[config.mk]
export PLATFORM = sky130hd
export DESIGN_NAME = shift_sequencer
export DESIGN_NICKNAME = d
export VERILOG_FILES = /design/src/rtl/shift_sequencer.sv
export SDC_FILE = /design/constraint.sdc
export NUM_CORES = 1
export LEC_CHECK = 0
export CAP_MARGIN = 30
export CORE_UTILIZATION = 60
export CTS_CLUSTER_DIAMETER = 40
export CTS_CLUSTER_SIZE = 24
export DETAILED_ROUTE_END_ITERATION = 6
export DONT_BUFFER_PORTS = 1
export PLACE_DENSITY = 0.76
export SLEW_MARGIN = 10
export SYNTH_ARGS = -nofsm -noshare
export SYNTH_HDL_FRONTEND = slang
export SYNTH_SLANG_ARGS = --single-unit
[constraint.sdc]
create_clock -name clk -period 1.35 [get_ports clk]
set_input_delay 0.2025 -clock clk [delete_from_list [all_inputs] [get_ports clk]]
set_output_delay 0.2025 -clock clk [all_outputs]
set_load 0.03 [all_outputs]
[src/rtl/shift_sequencer.sv]
// Command-driven shift sequencer: runs count shift cycles per accepted command through an external combinational shifter.
// Optional sticky left-shift overflow flag is built only when SHIFT_OVF_DETECT_EN is defined.
module shift_sequencer #(
  parameter int SIZE  = 5,
  parameter int CNT_W = 3
) (
  input  logic             clk,
  input  logic             rst_n,
  input  logic             start,
  input  logic [SIZE-1:0]  init_data,
  input  logic             cmd_valid,
  output logic             cmd_ready,
  input  logic [1:0]       cmd_op,
  input  logic [CNT_W-1:0] cmd_count,
  input  logic             cmd_last,
  output logic [SIZE-1:0]  sh_data,
  output logic [1:0]       sh_coef,
  input  logic [SIZE-1:0]  sh_result,
  output logic [SIZE-1:0]  result,
  output logic             done,
  output logic             busy,
  output logic             err,
  output logic             ovf
);

  typedef enum logic [1:0] {IDLE = 2'd0, WAIT = 2'd1, SHIFT = 2'd2, DONE = 2'd3} state_t;

  state_t           state, state_nxt;
  logic [SIZE-1:0]  work;
  logic [CNT_W-1:0] rem;
  logic [1:0]       op_q;
  logic             last_q;
  logic             err_q;
  logic             accept;
  logic             cmd_bad;

  assign accept  = cmd_valid && (state == WAIT);
  assign cmd_bad = (cmd_op == 2'b11);

  always_ff @(posedge clk or negedge rst_n) begin
    if (!rst_n) state <= IDLE;
    else        state <= state_nxt;
  end

  always_comb begin
    state_nxt = state;
    case (state)
      IDLE:  if (start) state_nxt = WAIT;
      WAIT: begin
        if (accept) begin
          if (cmd_bad || (cmd_count == '0)) state_nxt = cmd_last ? DONE : WAIT;
          else                             state_nxt = SHIFT;
        end
      end
      SHIFT: if (rem == CNT_W'(1)) state_nxt = last_q ? DONE : WAIT;
      DONE:  state_nxt = IDLE;
      default: state_nxt = IDLE;
    endcase
  end

  // An invalid op is never latched, so sh_coef keeps the last legal coefficient.
  always_ff @(posedge clk or negedge rst_n) begin
    if (!rst_n) begin
      work   <= '0;
      rem    <= '0;
      op_q   <= 2'b00;
      last_q <= 1'b0;
      err_q  <= 1'b0;
    end else begin
      err_q <= 1'b0;
      if ((state == IDLE) && start) work <= init_data;
      if (accept) begin
        rem    <= cmd_count;
        last_q <= cmd_last;
        if (cmd_bad) err_q <= 1'b1;
        else         op_q  <= cmd_op;
      end
      if (state == SHIFT) begin
        work <= sh_result;
        rem  <= rem - CNT_W'(1);
      end
    end
  end

`ifdef SHIFT_OVF_DETECT_EN
  logic ovf_q;

  always_ff @(posedge clk or negedge rst_n) begin
    if (!rst_n) begin
      ovf_q <= 1'b0;
    end else if ((state == IDLE) && start) begin
      ovf_q <= 1'b0;
    end else if (state == SHIFT) begin
      if ((op_q == 2'b00) && work[SIZE-1])                 ovf_q <= 1'b1;
      if ((op_q == 2'b01) && (work[SIZE-1 -: 2] != 2'b00)) ovf_q <= 1'b1;
    end
  end

  assign ovf = ovf_q;
`else
  assign ovf = 1'b0;
`endif

  assign cmd_ready = (state == WAIT);
  assign busy      = (state != IDLE);
  assign done      = (state == DONE);
  assign err       = err_q;
  assign sh_data   = work;
  assign sh_coef   = op_q;
  assign result    = work;

endmodule

==> impl_metrics.tcl, run 1 <==
set metrics [dict create \
    final_common_cell "dfrtp_1" \
    synth-main-ff-cell "dfrtp_1" \
    drt_wl_total_mm 1.83 \
    powerDensity_nw_per_um2 2900 \
    synth_edf_count 0 \
    power_frac_seq_pct 36.0 \
    ys_warn_count 0 \
    postSynthNetCount 110 \
    worst_slack_ns -0.00570 \
    violations "setup timing" \
    cts_buffers 3 \
    ioPinCount 37 \
    antenna_found_initial 0 \
    grt_pass1_wl_mm 2.72 \
    cts_max_level 1 \
    cp_max_fo 6 \
    antenna_cells 0 \
    fin_area_sq_um 952 \
    met2_usage_pct 41.4 \
    pwr-share-clk_pct 8.7 \
    rows 13 \
    worstSetupPathType "flop to output port" \
    path_clk_slew_ns 0.08 \
    grt_use_met3_pct 3.98 \
    internal_power_mw 1.44 \
    async_flop_share_pct 100 \
    root_buffer "clkbuf_4" \
    busiest_layer "met2" \
    pre_cts_ws_ns 0.0818 \
    yosys.cell_types.count 33 \
    cts_tree "yes" \
    required_ns 1.15 \
    rsz0062_at_grt "true" \
    hp-class "input pin to flop" \
    cts.sinks 14 \
    first_iter_violations 12 \
    routedWlPerCell_um 16.7 \
    clock_latency_ns 0.28 \
    tightest_slew_ns 0.670 \
    grt_max_degree 15 \
    final_cells 110 \
    fin_nets 119 \
    fin_crit_sh_pct 100 \
    core_area_sq_um 1300 \
    r2r.worst_path.cells 4 \
    vias 680 \
    drive_gt1_share_pct 27.4 \
    global_route.usage.met1_pct 35.1 \
    crit_path_end_kind "output port" \
    max_stage_delay_ns 0.44 \
    ir_drop_uv 1650 \
    layout_common_cells "12 x dfrtp_1, 9 x buf_4, 7 x nand2_1, 7 x a21oi_1" \
    area_growth_syn_to_layout_pct 12.1 \
    die_area_sq_um 1570 \
    ant_nets 0 \
    dp.cells 101 \
    grt_pass1_vias 602 \
    relSlewSlack_pct 55.2 \
    switchingPower_mw 1.33 \
    clock-skew-final_ns 0.00378 \
    run_status "finished, violations left" \
    cap_violations 0 \
    reg2reg_setup_slack_ns 0.10 \
    setup_tns_ns -0.00570 \
    track_usage_pct 26.5 \
    io_buffers 0 \
    max-clock-path-buffers 2 \
    slowest_stage "dfrtp_2" \
    min_period_ns 1.36 \
    fmax_mhz 738 \
    drtPass1Iterations 4 \
    finalMaxSlewViolations 0 \
    path_cells "buf_6, or2_4" \
    overflow 0 \
    ys_seq_area_share_pct 41.2 \
    initial_core_util_pct 65.3 \
    remaining_drc_errors 0 \
    hpwl_mm 1.21 \
    die_h_um 39.6 \
    viasPerCell 6.18 \
    place_area_sq_um 862 \
    synthCells 88 \
    hold_viol_final 0 \
    mappedNetlistArea_sq_um 850 \
    ys_ff_latch 14 \
    finalWeightedCongestion 0.830 \
    avgSynthCellArea_sq_um 9.65 \
    setup_viol 1 \
    die_w_um 39.6 \
    worstPathArrival_ns 1.15 \
    leakage_nw 0.457 \
    switching_share_pct 48.0 \
    p_total_mw 2.76 \
    startpoint_type "flop" \
    worst_hold_path.num_cells 1 \
    p_comb_share_pct 55.3 \
]
cell usage after synthesis (2+ instances only):
master / count / area, sq um
buf_4: 8 / 60.1
mux2_4: 2 / 30.0
nor2_1: 5 / 18.8
inv_1: 2 / 7.51
a221oi_1: 2 / 17.5
o21ai_0: 5 / 25.0
o22a_1: 2 / 17.5
a21oi_1: 7 / 35.0
ha_1: 2 / 25.0
nand2_1: 7 / 26.3
a211oi_1: 2 / 15.0
nor2b_1: 3 / 18.8
mux2i_1: 3 / 30.0
and3b_1: 5 / 43.8
dfrtp_1: 14 / 350
nand3_1: 2 / 10.0
registers in the layout (all words and copies together), names as in the netlist:
signal and cells:
sh_coef 2, last_q 1, err 1, state 2, result 5, rem 3
worst paths after layout:
check	from	endpoint
worst max register to register	state[1]$_DFFE_PN0P_	state[1]$_DFFE_PN0P_
worst min register to register	result[3]$_DFFE_PN0P_	result[3]$_DFFE_PN0P_
max in group asynchronous	rst_n	state[1]$_DFFE_PN0P_
worst max-delay path	state[1]$_DFFE_PN0P_	busy
min in group asynchronous	rst_n	sh_coef[1]$_DFFE_PN0P_
worst min-delay path	cmd_op[0]	sh_coef[0]$_DFFE_PN0P_
through the flow:
stage / hold slack [ns] / util (%)
after floorplan: -0.0931 / -
after global placement: -0.0928 / 66.3
after detailed placement: -0.0927 / 66.3
after CTS: 0.0675 / 71.5
after global routing: 0.0665 / 73.2
final: 0.0653 / 73.2
critical path, delay by kind of cell (launching register included):
family	cells	cell delay, ns
DFF	1	0.44
buffers and inverters	1	0.14
and+or+nand+nor	1	0.29
final cells by class:
class,count,area [sq um]
inverter,2,7.51
clock buffer,3,22.5
fill,95,349
sequential,14,353
timing repair buffer,14,116
multi-input combinational,62,434
tap,15,18.8
power groups by stage:
stage,logic [mW],clock network [mW],registers (mW)
after global placement,1.29,0,0.968
after CTS,1.46,0.240,0.982
final,1.53,0.241,0.994
after detailed placement,1.33,0,0.980
after global routing,1.66,0.255,1.03
after floorplan,1.14,0,0.967
timing repair:
| item | 4_1_cts | 5_1_grt |
|---|---|---|
| setup endpoints to repair | 3 | 4 |
| endpoints found under the hold margin | 14 | 0 |
| gates resized for setup | 7 | 2 |
| pin swaps | 0 | 1 |
| hold buffers | 1 | 0 |
| buffers inserted | 2 | 3 |
kinds of logic (layout without fill, tap and decap cells):
logic type | Yosys count | after routing | synth area share (%)
AO/OA/AOI/OAI | 23 | 23 | 17.1
adder cells (fa/ha/maj) | 2 | 2 | 2.95
XOR/XNOR | 1 | 1 | 1.03
other | 1 | 1 | 0.441
flip-flops | 14 | 14 | 41.2
multiplexers | 6 | 6 | 8.39
AND/OR/NAND/NOR | 29 | 29 | 19.9
buffers and inverters | 12 | 19 | 8.98
routing by layer:
metal | routed length (um) | vias up
met4 | 35 | 0
li1 | - | 322
met5 | 0 | -
met3 | 91 | 5
met1 | 858 | 327
met2 | 847 | 26
Note: power is estimated with default switching activity, not from simulation.
==> run 2: changes to the inputs <==
Settings changed: PLACE_DENSITY 0.76 to 0.81.
==> run 2 against run 1 <==
  * The run still ends with setup timing left
  * Sequential cell count unchanged
  * Utilization increased by 4.0 points
  * Register-to-register slack got worse by 0.02 ns
  * Hold slack got worse by 0.013 ns
  * Die area unchanged
  * Non-clock buffer count increased by 5
  * Clock skew decreased by 0.0026 ns
  * Highest routed layer unchanged
  * First-iteration DRC count increased by 8.3%
  * Sequential share of layout area decreased by 2.1 points
  * Critical path type unchanged
  * Power increased by 6.9%
  * Combinational power increased by 3%
==> impl_metrics.tcl, run 2 (synthesis gave the netlist of run 1 again) <==
set metrics [dict create \
    run_status "finished, violations left" \
    violations "setup timing" \
    clock-skew-final_ns 0.00118 \
    ir_drop_uv 1710 \
    p_total_mw 2.95 \
    finalWeightedCongestion 0.852 \
    antenna_found_initial 0 \
    drtPass1Iterations 5 \
    cts.sinks 14 \
    clock_latency_ns 0.29 \
    grt_pass1_vias 621 \
    final_common_cell "buf_4" \
    worst_slack_ns -0.00744 \
    powerDensity_nw_per_um2 2940 \
    startpoint_type "flop" \
    track_usage_pct 26.1 \
    area_growth_syn_to_layout_pct 18.3 \
    hpwl_mm 1.27 \
    fin_crit_sh_pct 101 \
    cp_max_fo 9 \
    seq_area_sq_um 352 \
    crit_path_end_kind "output port" \
    min_period_ns 1.36 \
    fmax_mhz 737 \
    r2r.worst_path.cells 5 \
    fin_area_sq_um 1000 \
    worstSetupPathType "flop to output port" \
    tightest_slew_ns 0.612 \
    layout_common_cells "15 x buf_4, 13 x dfrtp_1, 7 x nand2_1, 7 x a21oi_1" \
    reg2reg_setup_slack_ns 0.08 \
    finalMaxSlewViolations 0 \
    first_iter_violations 13 \
    largest_reg_flops 5 \
    drt_wl_total_mm 1.90 \
    cts_buffers 3 \
    multi_input_area_sq_um 434 \
    ant_nets 0 \
    hold_end "last_q$_DFFE_PN0P_" \
    die_w_um 39.6 \
    rows 13 \
    viasPerCell 6.12 \
    hp-class "input pin to flop" \
    initial_core_util_pct 65.3 \
    cts_max_level 1 \
    drive_gt1_share_pct 29.7 \
    reg2reg_from "state[1]$_DFFE_PN0P_" \
    worstReg2RegEnd "result[4]$_DFFE_PN0P_" \
    worst_hold_path.num_cells 1 \
    dp.cells 101 \
    rsz0062_at_grt "true" \
    cts_tree "yes" \
    die_area_sq_um 1570 \
    die_h_um 39.6 \
    pre_cts_ws_ns 0.0821 \
    root_buffer "clkbuf_4" \
    worst_hold_startpoint "cmd_last" \
    ioPinCount 37 \
    max-clock-path-buffers 2 \
    grt_pass1_wl_mm 2.65 \
    io_buffers 0 \
    grt_max_degree 15 \
    place_area_sq_um 862 \
    fin_nets 124 \
    final_cells 116 \
    leakage_nw 0.492 \
    required_ns 1.15 \
    routedWlPerCell_um 16.4 \
    setup_viol 1 \
    fill_cells 82 \
    relSlewSlack_pct 59.1 \
    path_clk_slew_ns 0.09 \
    cap_violations 0 \
    worstPathArrival_ns 1.15 \
    antenna_cells 0 \
    hold_viol_final 0 \
    core_area_sq_um 1300 \
    overflow 0 \
    vias 710 \
    remaining_drc_errors 0 \
]
## run 2: cell types whose count changed in the layout (fill, tap and decap cells not counted), sizes merged
| cell | change |
|---|---|
| buf | +6 |
## run 2: layout make-up
class / instances / area share, %
Clock buffer: 4 / 3.61
Inverter: 2 / 0.747
Multi-Input combinational cell: 62 / 43.2
Sequential cell: 14 / 35.0
Tap cell: 15 / 1.87
Timing Repair Buffer: 19 / 15.6
## run 2: repair_timing
action                     4_1_cts  5_1_grt
hold buffers                     1        0
hold endpoints to repair        14        0
gates resized for setup          6        1
setup endpoints to repair        3        3
buffers inserted                 0       10
## run 2: worst max path at each step
stage	cells after the start	from	slack (ns)	endpoint
6_report	3	state[1]$_DFFE_PN0P_	-0.007	cmd_ready
5_1_grt	3	state[1]$_DFFE_PN0P_	-0.06	cmd_ready
4_1_cts	2	state[1]$_DFFE_PN0P_	-0.009	busy
3_5_place_dp	4	state[1]$_DFFE_PN0P_	0.08	state[1]$_DFFE_PN0P_
3_3_place_gp	3	state[1]$_DFFE_PN0P_	0.11	last_q$_DFFE_PN0P_
2_1_floorplan	3	state[1]$_DFFE_PN0P_	0.05	busy
## run 2: report_power, final
part | leakage [nW] | internal, mW | switching (mW)
Clock | 0.0210 | 0.165 | 0.157
Combinational | 0.303 | 0.794 | 0.778
Sequential | 0.168 | 0.620 | 0.440
## run 2: stage by stage
step	hold slack, ns	setup TNS, ns	util, %
6_report	0.0527	-0.00744	77.2
3_3_place_gp	-0.0928	0	66.3
5_1_grt	0.0450	-0.0784	77.2
3_5_place_dp	-0.0928	0	66.3
4_1_cts	0.0645	-0.0119	71.2
2_1_floorplan	-0.0931	0	-
## run 2: layer usage
| metal | GRT usage [%] | part of all wire [%] | up-vias |
|---|---|---|---|
| li1 | - | - | 328 |
| met2 | 42.2 | 50 | 30 |
| met3 | 7.95 | 5.6 | 10 |
| met4 | 11.2 | 2.9 | 0 |
| met5 | 0 | 0 | - |
| met1 | 31.4 | 42 | 342 |
## run 2: critical path: stages (launching register included)
cell and delay (ns):
dfrtp_1 0.43, buf_6 0.16, nor2b_4 0.13, buf_6 0.14
